File: config.mk
export PLATFORM = sky130hd
export DESIGN_NAME = a2_bridge_responder
export DESIGN_NICKNAME = d
export VERILOG_FILES = /design/src/rtl/a2_bridge_pkg.sv /design/src/rtl/a2_sync.sv /design/src/rtl/a2_bridge_responder.sv
export SDC_FILE = /design/constraint.sdc
export NUM_CORES = 1
export LEC_CHECK = 0
export CAP_MARGIN = 20
export CORE_MARGIN = 4
export CORE_UTILIZATION = 47
export CTS_BUF_LIST = sky130_fd_sc_hd__clkbuf_4 sky130_fd_sc_hd__clkbuf_8 sky130_fd_sc_hd__clkbuf_16
export CTS_CLUSTER_SIZE = 20
export DETAILED_ROUTE_END_ITERATION = 6
export GPL_TIMING_DRIVEN = 0
export HOLD_SLACK_MARGIN = 0.1
export PLACE_DENSITY = 0.75
export RECOVER_POWER = 100
export SYNTH_ARGS = -nofsm -noshare
export SYNTH_HDL_FRONTEND = slang
export SYNTH_SLANG_ARGS = --single-unit
File: constraint.sdc
create_clock -name clk_logic_i -period 1.7 [get_ports clk_logic_i]
set_input_delay 0.255 -clock clk_logic_i [delete_from_list [all_inputs] [get_ports clk_logic_i]]
set_output_delay 0.255 -clock clk_logic_i [all_outputs]
set_load 0.02 [all_outputs]
File: src/rtl/a2_bridge_pkg.sv
// Shared definitions for the A2 bridge responder.
// Holds the register-select codes, control-register bit positions, the write FSM
// state type and the packed bundle of synchronized Apple-side pins.
package a2_bridge_pkg;

  localparam int unsigned SEL_W  = 3;
  localparam int unsigned DATA_W = 8;
  localparam int unsigned ADDR_W = 16;
  localparam int unsigned CTRL_W = 6;
  localparam int unsigned DIP_W  = 4;

  localparam logic [SEL_W-1:0] SEL_CTRL    = 3'd0;
  localparam logic [SEL_W-1:0] SEL_DATA    = 3'd1;
  localparam logic [SEL_W-1:0] SEL_ADDR_LO = 3'd2;
  localparam logic [SEL_W-1:0] SEL_ADDR_HI = 3'd3;
  localparam logic [SEL_W-1:0] SEL_M2      = 3'd4;
  localparam logic [SEL_W-1:0] SEL_DIP     = 3'd5;

  // Bit positions inside the control register / sel-0 read value
  localparam int unsigned CB_RW    = 0;
  localparam int unsigned CB_INH   = 1;
  localparam int unsigned CB_IRQ   = 2;
  localparam int unsigned CB_RDY   = 3;
  localparam int unsigned CB_DMA   = 4;
  localparam int unsigned CB_NMI   = 5;
  localparam int unsigned CB_RESET = 6;

  typedef enum logic {
    WR_IDLE  = 1'b0,
    WR_ARMED = 1'b1
  } wr_state_e;

  // Apple-side pins as one synchronizer payload
  typedef struct packed {
    logic [ADDR_W-1:0] addr;
    logic [DATA_W-1:0] data;
    logic              rw_n;
    logic              m2sel_n;
    logic              m2b0;
    logic [CTRL_W-1:0] ctrl_n;
    logic [DIP_W-1:0]  dip_n;
  } a2_pins_t;

  // Active-low lines come out of reset deasserted
  localparam a2_pins_t PINS_RST = '{
    addr:    16'h0000,
    data:    8'h00,
    rw_n:    1'b1,
    m2sel_n: 1'b1,
    m2b0:    1'b0,
    ctrl_n:  6'h3F,
    dip_n:   4'hF
  };

endpackage

File: src/rtl/a2_sync.sv
// Multi-stage synchronizer with a configurable reset value.
// Ports: clk, rst (sync, active-high), d (async input bus), q (synchronized bus).
module a2_sync #(
  parameter int unsigned       WIDTH   = 1,
  parameter int unsigned       STAGES  = 2,
  parameter logic [WIDTH-1:0]  RST_VAL = '0
) (
  input  logic             clk,
  input  logic             rst,
  input  logic [WIDTH-1:0] d,
  output logic [WIDTH-1:0] q
);

  logic [WIDTH-1:0] stage_q [STAGES];

  always_ff @(posedge clk) begin
    if (rst) begin
      for (int i = 0; i < int'(STAGES); i++) stage_q[i] <= RST_VAL;
    end else begin
      stage_q[0] <= d;
      for (int i = 1; i < int'(STAGES); i++) stage_q[i] <= stage_q[i-1];
    end
  end

  assign q = stage_q[STAGES-1];

endmodule

File: src/rtl/a2_bridge_responder.sv
// Bridge-side responder for the A2N20v2 Apple II bus bridge.
// Synchronizes Apple slot pins, snapshots the address group for multi-byte reads,
// serves register reads combinationally and commits master writes.
// Ports: clk_logic_i/system_reset_i (sync active-high); bridge_* master port
// (sel, rd_n, wr_n, write data + oe, read data + oe, Apple bus drive request);
// a2_* Apple pins in; dip_switches_n_i; a2_data_o/oe, a2_ctrl_oe_o drive;
// wr_strobe_o / wr_err_o single-cycle write status.
module a2_bridge_responder
  import a2_bridge_pkg::*;
#(
  parameter int unsigned SYNC_STAGES    = 2,
  parameter int unsigned FREEZE_TIMEOUT = 15,
  parameter logic [5:0]  CTRL_OUT_MASK  = 6'b000010
) (
  input  logic        clk_logic_i,
  input  logic        system_reset_i,
  input  logic [2:0]  bridge_sel_i,
  input  logic        bridge_rd_n_i,
  input  logic        bridge_wr_n_i,
  input  logic [7:0]  bridge_d_i,
  input  logic        bridge_d_oe_i,
  output logic [7:0]  bridge_d_o,
  output logic        bridge_d_oe_o,
  input  logic        bridge_bus_d_oe_n_i,
  input  logic [15:0] a2_addr_i,
  input  logic [7:0]  a2_data_i,
  input  logic        a2_rw_n_i,
  input  logic        a2_m2sel_n_i,
  input  logic        a2_m2b0_i,
  input  logic [5:0]  a2_ctrl_n_i,
  input  logic [3:0]  dip_switches_n_i,
  output logic [7:0]  a2_data_o,
  output logic        a2_data_oe_o,
  output logic [5:0]  a2_ctrl_oe_o,
  output logic        wr_strobe_o,
  output logic        wr_err_o
);

  localparam int unsigned CNT_W = $clog2(FREEZE_TIMEOUT + 1);

  // Input synchronization
  a2_pins_t pins_raw;
  a2_pins_t live;

  assign pins_raw = {a2_addr_i, a2_data_i, a2_rw_n_i, a2_m2sel_n_i, a2_m2b0_i,
                     a2_ctrl_n_i, dip_switches_n_i};

  a2_sync #(
    .WIDTH   ($bits(a2_pins_t)),
    .STAGES  (SYNC_STAGES),
    .RST_VAL (PINS_RST)
  ) u_sync (
    .clk (clk_logic_i),
    .rst (system_reset_i),
    .d   (pins_raw),
    .q   (live)
  );

  // Address-group snapshot and freeze control
  logic [ADDR_W-1:0] snap_addr;
  logic              snap_rw_n;
  logic              snap_m2sel_n;
  logic              snap_m2b0;
  logic              frozen;
  logic [CNT_W-1:0]  freeze_cnt;
  logic [CNT_W-1:0]  freeze_cnt_inc;
  logic [SEL_W-1:0]  prev_sel;
  logic              freeze_set;
  logic              freeze_rel;

  assign freeze_cnt_inc = freeze_cnt + CNT_W'(1);
  assign freeze_set = (bridge_sel_i == SEL_ADDR_LO) && !bridge_rd_n_i &&
                      (prev_sel != SEL_ADDR_LO);
  assign freeze_rel = frozen &&
                      (((prev_sel == SEL_M2) && (bridge_sel_i != SEL_M2)) ||
                       bridge_rd_n_i ||
                       (freeze_cnt_inc == CNT_W'(FREEZE_TIMEOUT)));

  // The release cycle also reloads the snapshot so the next read sequence sees fresh pins
  always_ff @(posedge clk_logic_i) begin
    if (system_reset_i) begin
      frozen       <= 1'b0;
      freeze_cnt   <= '0;
      prev_sel     <= '0;
      snap_addr    <= PINS_RST.addr;
      snap_rw_n    <= PINS_RST.rw_n;
      snap_m2sel_n <= PINS_RST.m2sel_n;
      snap_m2b0    <= PINS_RST.m2b0;
    end else begin
      prev_sel <= bridge_sel_i;
      if (freeze_set) begin
        frozen     <= 1'b1;
        freeze_cnt <= '0;
      end else if (freeze_rel) begin
        frozen     <= 1'b0;
        freeze_cnt <= '0;
      end else if (frozen) begin
        freeze_cnt <= freeze_cnt_inc;
      end
      if ((!frozen || freeze_rel) && !freeze_set) begin
        snap_addr    <= live.addr;
        snap_rw_n    <= live.rw_n;
        snap_m2sel_n <= live.m2sel_n;
        snap_m2b0    <= live.m2b0;
      end
    end
  end

  // Zero-latency register read mux
  logic [7:0] rd_data;

  always_comb begin
    rd_data = 8'hFF;
    if (!bridge_rd_n_i) begin
      case (bridge_sel_i)
        SEL_CTRL:    rd_data = {1'b1, live.ctrl_n, snap_rw_n};
        SEL_DATA:    rd_data = live.data;
        SEL_ADDR_LO: rd_data = snap_addr[7:0];
        SEL_ADDR_HI: rd_data = snap_addr[15:8];
        SEL_M2:      rd_data = {6'h3F, snap_m2sel_n, snap_m2b0};
        SEL_DIP:     rd_data = {4'hF, live.dip_n};
        default:     rd_data = 8'hFF;
      endcase
    end
  end

  assign bridge_d_o    = rd_data;
  assign bridge_d_oe_o = !bridge_rd_n_i && bridge_wr_n_i && !bridge_d_oe_i;
  assign a2_data_oe_o  = !bridge_bus_d_oe_n_i && live.rw_n;

  // Write FSM
  wr_state_e        wr_state;
  wr_state_e        wr_state_next;
  logic [SEL_W-1:0] cap_sel;
  logic [SEL_W-1:0] cap_sel_next;
  logic [7:0]       cap_d;
  logic [7:0]       cap_d_next;
  logic             wr_bad;
  logic             wr_bad_next;
  logic             commit_ctrl;
  logic             commit_data;
  logic             strobe_next;
  logic             err_next;

  always_ff @(posedge clk_logic_i) begin
    if (system_reset_i) wr_state <= WR_IDLE;
    else                wr_state <= wr_state_next;
  end

  always_comb begin
    wr_state_next = wr_state;
    cap_sel_next  = cap_sel;
    cap_d_next    = cap_d;
    wr_bad_next   = wr_bad;
    commit_ctrl   = 1'b0;
    commit_data   = 1'b0;
    strobe_next   = 1'b0;
    err_next      = 1'b0;
    case (wr_state)
      WR_IDLE: begin
        if (!bridge_wr_n_i) begin
          wr_state_next = WR_ARMED;
          cap_sel_next  = bridge_sel_i;
          cap_d_next    = bridge_d_i;
          wr_bad_next   = !bridge_d_oe_i;
        end
      end
      WR_ARMED: begin
        if (!bridge_wr_n_i) begin
          if ((bridge_sel_i != cap_sel) || !bridge_d_oe_i) wr_bad_next = 1'b1;
        end else begin
          // wr_n may rise together with a sel change, so decode the captured sel
          wr_state_next = WR_IDLE;
          if (wr_bad) begin
            err_next = 1'b1;
          end else if (cap_sel == SEL_CTRL) begin
            commit_ctrl = 1'b1;
            strobe_next = 1'b1;
          end else if (cap_sel == SEL_DATA) begin
            commit_data = 1'b1;
            strobe_next = 1'b1;
          end
        end
      end
      default: wr_state_next = WR_IDLE;
    endcase
  end

  // Commit targets; the control register is kept as its open-drain enable image
  always_ff @(posedge clk_logic_i) begin
    if (system_reset_i) begin
      cap_sel      <= '0;
      cap_d        <= '0;
      wr_bad       <= 1'b0;
      a2_data_o    <= 8'h00;
      a2_ctrl_oe_o <= '0;
      wr_strobe_o  <= 1'b0;
      wr_err_o     <= 1'b0;
    end else begin
      cap_sel     <= cap_sel_next;
      cap_d       <= cap_d_next;
      wr_bad      <= wr_bad_next;
      wr_strobe_o <= strobe_next;
      wr_err_o    <= err_next;
      if (commit_data) a2_data_o <= cap_d;
      if (commit_ctrl) a2_ctrl_oe_o <= ~cap_d[CB_RESET:CB_INH] & CTRL_OUT_MASK;
    end
  end

endmodule

==> out/metrics.yaml, run 1 <==
run_status:
  status: "finished with violations"
  violations: "negative setup slack"
timing:
  finalSetupTns_ps: -574
  finalHoldViolations: 0
  final_max_slew_viol_count: 0
  final_layout_worst_hold_slack_ps: 123
  achievable-frequency_mhz: 510
  tightestPinTransition_ps: 578
  setup_ws_ps: -261
  fin_crit_sh_pct: 115
  slew_headroom_pct: 61.5
  finalClockSkew_ps: 6.65
  setup_viol_count_final: 7
  rsz_0062_raised_after_global_routing: "true"
  clock_period_minus_worst_slack_ps: 1960
final_layout:
  diodes: 0
  most-common-layout-cells: "dfxtp_1, nor2b_1, clkdlybuf4s50_1, nand2b_1, mux2i_1"
  nFillCells: 747
  final_common_cell: "dfxtp_1"
  layout.nets: 592
  fraction_of_final_layout_cells_with_drive_strength_greater_than_1_pct: 19.7
  area_delta_synth_final_pct: 37.7
grt:
  grt_start_max_net_pins: 17
  grt_use_total_pct: 18.5
  grt_pass1_vias: 3336
  grt.overflow.total: 0
  wire_length_of_the_first_global_routing_pass_um: 16000
  number_of_antenna_violations_at_the_first_check_in_global_routing: 0
pwr:
  static_leakage_power_nw: 2.59
  vdd_ir_drop_max_mv: 0.616
  powerDensity_nw_per_um2: 1210
  post-layout-total-power_mw: 7.45
die:
  core_area_um2: 9240
  floorplan.initialDensity_pct: 48.4
  dieArea_um2: 11100
  die_h_um: 106
  fp-row-count: 35
  die_w_um: 106
  io_count: 80
synthesis:
  postSynthCellCount: 432
  ys_async_sr_fraction_pct: 0
  synth_enable_flop_cells: 0
  postSynth.topFlopCell: "dfxtp_1"
  mapped_area_um2: 4470
  synth.avg_cell_area_um2: 10.3
  yosysWarnings: 0
  ys_seq_area_share_pct: 56.0
  yosys_register_bits: 125
  netlist-cell-type-count: 43
detailed_routing:
  avgRoutedWirePerCell_um: 14.6
  drtIter0Drc: 114
  detail_route.first_pass.iterations: 5
  mean_number_of_vias_per_cell: 4.79
  detailroute.via_count: 3246
  routed_wl_um: 9920
  detail-route-antenna-nets: 0
  drc_violation_count_after_routing: 0
worst_setup_path:
  critical_path.max_fanout: 1
  worst_setup_path_class: "reg2out"
  worstPathArrival_ps: 1710
  worstReg2RegStart: "freeze_cnt[0]"
  timing.critical_path.from: "u_sync.stage_q[0][38]"
  worst_ep_required_time_ps: 1440
  reg2regPathDepth: 7
  worstPathCellList: "mux4_2 -> o22ai_2 -> nand2b_1 -> buf_6"
  timing.critical_path.slowest_stage_cell: "mux4_2"
  cpPeakStageDelay_ps: 470
  setup.worst_path.end_class: "primary output"
  nature_of_the_critical_path_startpoint: "flop"
clock_tree:
  cts-root-to-sink-buffers: 2
  tritoncts.num_buffers: 17
  clock_sinks: 125
  tritoncts_clock_tree: "done"
  clk_pin_slew_ps: 60
  clk_root_buffer_cell: "clkbuf_8"
  clock_latency_ps: 520
  clock_tree.htree_level_count: 4
hold_path:
  worstHoldStart: "bridge_wr_n_i"
  holdCritPathClass: "in2reg"
  hold_path_depth: 3
place:
  numPortBuffers: 71
  preCtsSetupSlack_ps: -1190
  detailed_place_hpwl_um: 6560
  gpl.final_weighted_congestion: 0.807
run:
  max_cap_viol_count: 0
## worst max-delay path, delay by kind of cell, from the launching register on
family / cells / cell delay [ps]
multiplexers: 1 / 470
buffers and inverters: 1 / 140
AO/OA/AOI/OAI: 1 / 150
AND/OR/NAND/NOR: 1 / 110
flip-flops: 1 / 320
## registers in the layout, indices dropped and copies added (netlist names), 3 cells and up
name and count:
a2_data_o 8, cap_d 8, u_sync.stage_q 74, cap_sel 3, snap_addr 16, freeze_cnt 4, prev_sel 3
## area by class of cell
cell class / count / area, um^2 / area share, %
flip-flops and latches: 125 / 2510 / 40.8
clock inverters: 12 / 184 / 2.99
multi-input cells: 275 / 1850 / 30.1
clock buffers: 20 / 449 / 7.30
plain buffers: 31 / 185 / 3.01
repair buffers: 81 / 786 / 12.8
inverters: 5 / 21.3 / 0.346
well taps: 129 / 161 / 2.62
## worst paths after layout
kind / end / slack, ps
max reg2reg: snap_addr[3] / -50
min: wr_strobe_o / 120
max: bridge_d_o[1] / -260
min reg2reg: u_sync.stage_q[0][38] / 410
## per-layer routing
layer / track usage, % / up-vias / part of all wire, %
li1: - / 1621 / -
met1: 20.6 / 1528 / 41
met2: 33.2 / 83 / 51
met3: 5.57 / 14 / 5.6
met4: 6.75 / 0 / 1.8
met5: 0 / - / 0
## report_power, final
group | internal (mW) | switching, mW | total, mW
sequential | 3.05 | 0.0470 | 3.10
combinational | 0.296 | 0.252 | 0.548
clock | 2.49 | 1.31 | 3.80
total | 5.84 | 1.61 | 7.45
## synthesized netlist by cell type, types with 2 or more instances
library cell / count / share of area [%]
a211oi_1: 3 / 0.50
a21oi_1: 14 / 1.6
and4b_1: 2 / 0.45
buf_4: 5 / 0.84
buf_6: 3 / 0.76
clkbuf_1: 21 / 1.8
dfxtp_1: 125 / 56
ha_1: 2 / 0.56
inv_1: 5 / 0.42
mux2_2: 2 / 0.50
mux2i_1: 37 / 8.3
nand2_1: 26 / 2.2
nand2b_1: 38 / 5.3
nand4_1: 2 / 0.28
nor2_1: 25 / 2.1
nor2b_1: 54 / 7.6
nor3_1: 5 / 0.56
o21ai_0: 3 / 0.34
o221ai_1: 4 / 0.78
o22ai_1: 4 / 0.56
or2_2: 26 / 3.6
xnor2_1: 4 / 0.78
xor2_1: 2 / 0.39
## cell families (layout without fill, tap and decap cells)
group	Yosys count	after routing	share of synthesized area [%]
fa+ha+maj	2	2	0.560
mux	40	40	9.29
buf+inv	36	149	3.98
compound gates	37	37	5.68
flops	125	125	56.0
other cells	1	5	0.0839
xor+xnor	6	6	1.18
simple gates	185	185	23.2
## metrics by stage
step	cells	utilization, %	cell area [um^2]
finish	678	66.6	6150
global route	678	66.6	6150
CTS	676	66.2	6120
detailed placement	636	58.0	5360
global placement	636	58.0	5360
floorplan	436	-	4480
## repair_timing
item	in CTS	in global routing
endpoints found under the setup margin	41	38
endpoints found under the hold margin	2	0
gates resized for setup	86	15
setup buffers	4	2
pin swaps	6	7
cloned	2	0
hold buffers	2	0
Note: power is estimated with default switching activity, not from simulation.
==> run 2: changes to the inputs <==
--- a/config.mk
+++ b/config.mk
@@ -15,6 +15,7 @@
 export HOLD_SLACK_MARGIN = 0.1
 export PLACE_DENSITY = 0.75
 export RECOVER_POWER = 100
+export SETUP_SLACK_MARGIN = 0.02
 export SYNTH_ARGS = -nofsm -noshare
 export SYNTH_HDL_FRONTEND = slang
 export SYNTH_SLANG_ARGS = --single-unit
==> run 2 against run 1 <==
  * The flow still finishes with violations (negative setup slack)
  * Cell count stayed put
  * Total power hardly changed
  * Critical path depth stayed put
  * Register-to-register slack worse by 20 ps
  * Design area is 0.75% higher
  * Sequential share of layout area is 0.33 points lower
  * Largest cell class unchanged
  * Largest power group unchanged
  * Combinational power is 1% higher
  * Count of clock-buffer cells in the layout stayed put
  * Critical path type unchanged
==> out/metrics.yaml, run 2 (synthesis gave the netlist of run 1 again) <==
grt:
  grt_start_max_net_pins: 17  # unchanged
  grt_use_total_pct: 18.4  # was 18.5%
  number_of_antenna_violations_at_the_first_check_in_global_routing: 0  # unchanged
  wire_length_of_the_first_global_routing_pass_um: 16000  # about the same
  grt_pass1_vias: 3344  # was 3336
  grt.overflow.total: 0  # unchanged
pwr:
  power.share.switching_pct: 21.6  # about the same
  vdd_ir_drop_max_mv: 0.616  # about the same
  total_switching_power_mw: 1.61  # about the same
  seqPwrFrac_pct: 41.6  # about the same
  static_leakage_power_nw: 2.62  # was 2.59 nW
  power_frac_clock_pct: 50.9  # was 51.0%
  intPower_mw: 5.84  # about the same
  post-layout-total-power_mw: 7.45  # about the same
  powerDensity_nw_per_um2: 1200  # was 1210 nW/um^2
  share_comb_of_total_power_pct: 7.4  # about the same
worst_setup_path:
  worstPathCellList: "mux4_2 -> o22ai_2 -> nand2b_1 -> buf_6"  # unchanged
  r2r_slack_ps: -70  # was -50 ps
  setup.worst_path.end_class: "primary output"  # unchanged
  worst_ep_required_time_ps: 1440  # about the same
  worstPathArrival_ps: 1700  # was 1710 ps
  cpPeakStageDelay_ps: 470  # about the same
  worst_setup_path_class: "reg2out"  # unchanged
  critical_path.max_fanout: 1  # unchanged
  timing.critical_path.slowest_stage_cell: "mux4_2"  # unchanged
  worstPathBufferInverterCount: 1  # unchanged
  critical-path-top-delay-family: "multiplexers"  # unchanged
  nature_of_the_critical_path_startpoint: "flop"  # unchanged
die:
  io_count: 80  # unchanged
  die_w_um: 106  # unchanged
  core_area_um2: 9240  # unchanged
  fp-row-count: 35  # unchanged
  die_h_um: 106  # unchanged
  dieArea_um2: 11100  # unchanged
  floorplan.initialDensity_pct: 48.4  # unchanged
timing:
  slew_headroom_pct: 62.5  # was 61.5%
  setup_viol_count_final: 22  # was 7
  finalHoldViolations: 0  # unchanged
  clock_period_minus_worst_slack_ps: 1950  # was 1960 ps
  finalClockSkew_ps: 5.22  # was 6.65 ps
  rsz_0062_raised_after_global_routing: "true"  # unchanged
  setup_ws_ps: -255  # was -261 ps
  final_max_slew_viol_count: 0  # unchanged
  achievable-frequency_mhz: 512  # was 510 MHz
  fin_crit_sh_pct: 115  # about the same
  tightestPinTransition_ps: 563  # was 578 ps
final_layout:
  layout.nets: 592  # unchanged
  max_ffs_per_register: 74  # unchanged
  multiInputGateArea_um2: 1890  # was 1850 um^2
  area_delta_synth_final_pct: 38.7  # was 37.7%
  largest-register: "u_sync.stage_q"  # unchanged
  stdcell_count: 678  # unchanged
  registers_with_the_highest_flip_flop_counts: "u_sync.stage_q (74), snap_addr (16)"  # unchanged
  nFillCells: 733  # was 747
  most-common-layout-cells: "dfxtp_1, nor2b_1, clkdlybuf4s50_1, nand2b_1, mux2i_1"  # unchanged
  finish.utilization_pct: 67.1  # was 66.6%
  layout.area.seq_um2: 2510  # about the same
  finish.instance_area_um2: 6200  # was 6150 um^2
  fraction_of_final_layout_cells_with_drive_strength_greater_than_1_pct: 20.8  # was 19.7%
  final_common_cell: "dfxtp_1"  # unchanged
  diodes: 0  # unchanged
detailed_routing:
  mean_number_of_vias_per_cell: 4.79  # about the same
  detail-route-antenna-nets: 0  # unchanged
  drc_violation_count_after_routing: 0  # unchanged
  detailroute.via_count: 3248  # was 3246
  drtIter0Drc: 126  # was 114
  routed_wl_um: 9820  # was 9920 um
  detail_route.first_pass.iterations: 4  # was 5
  avgRoutedWirePerCell_um: 14.5  # was 14.6 um
place:
  placedInstanceArea_um2: 5360  # unchanged
  preCtsSetupSlack_ps: -1190  # unchanged
  place_inst: 636  # unchanged
  numPortBuffers: 71  # unchanged
  gpl.final_weighted_congestion: 0.807  # unchanged
  detailed_place_hpwl_um: 6560  # unchanged
run:
  max_cap_viol_count: 0  # unchanged
run_status:
  violations: "negative setup slack"  # unchanged
  status: "finished with violations"  # unchanged
clock_tree:
  clock_latency_ps: 510  # was 520 ps
  clk_pin_slew_ps: 60  # about the same
  cts-root-to-sink-buffers: 2  # unchanged
  tritoncts_clock_tree: "done"  # unchanged
  clk_root_buffer_cell: "clkbuf_8"  # unchanged
  tritoncts.num_buffers: 17  # unchanged
  clock_tree.htree_level_count: 4  # unchanged
  clock_sinks: 125  # unchanged
hold_path:
  holdCritPathClass: "in2reg"  # unchanged
==> run 2: worst paths after layout <==
kind                         start                    end  cells after the start
min                  bridge_wr_n_i            wr_strobe_o                      3
min reg2reg   u_sync.stage_q[0][1]  u_sync.stage_q[0][38]                      1
max          u_sync.stage_q[0][38]          bridge_d_o[1]                      4
max reg2reg          freeze_cnt[0]          snap_addr[14]                      8
==> run 2: power groups by stage <==
stage	Combinational, mW	Clock, mW	Sequential [mW]
after floorplan	0.295	0	3.15
after global placement	0.509	0	3.16
after detailed placement	0.518	0	3.16
after CTS	0.548	3.84	3.10
after global routing	0.606	3.98	3.11
final	0.554	3.79	3.10
==> run 2: layer usage <==
metal | share of wire [%] | track usage [%] | vias up
met1 | 41 | 20.4 | 1519
li1 | - | - | 1621
met2 | 52 | 33.2 | 92
met3 | 5.9 | 5.57 | 16
met4 | 1.7 | 6.57 | 0
met5 | 0 | 0 | -
==> run 2: area by class of cell <==
| type | count | share of cell area [%] |
|---|---|---|
| buffer | 31 | 2.99 |
| clock inverter | 12 | 2.97 |
| timing repair buffer | 81 | 12.9 |
| inverter | 5 | 0.343 |
| tap | 129 | 2.60 |
| sequential | 125 | 40.5 |
| clock buffer | 20 | 7.25 |
| multi-input combinational | 275 | 30.5 |
==> run 2: worst reg2reg max path: cells and delay by family, from the launching register on <==
kind	cells	cell delay, ps
AO/OA/AOI/OAI	2	430
adder cells (fa/ha/maj)	1	150
buffers and inverters	3	350
flip-flops	1	370
multiplexers	1	190
AND/OR/NAND/NOR	1	200
==> run 2: metrics by stage <==
stage | setup TNS (ps) | hold WS (ps)
after floorplan | 0 | 351
after detailed placement | -40490 | 393
final | -807 | 129
after global placement | -37410 | 395
after global routing | -2410 | 190
after CTS | -1720 | 109
==> run 2: repair_timing <==
action / CTS / global route
setup endpoints to repair: 44 / 37
pin swaps: 7 / 7
resized for setup: 92 / 16
cloned: 2 / 0
setup buffers: 4 / 2
hold buffers: 2 / 0
hold endpoints to repair: 2 / 0
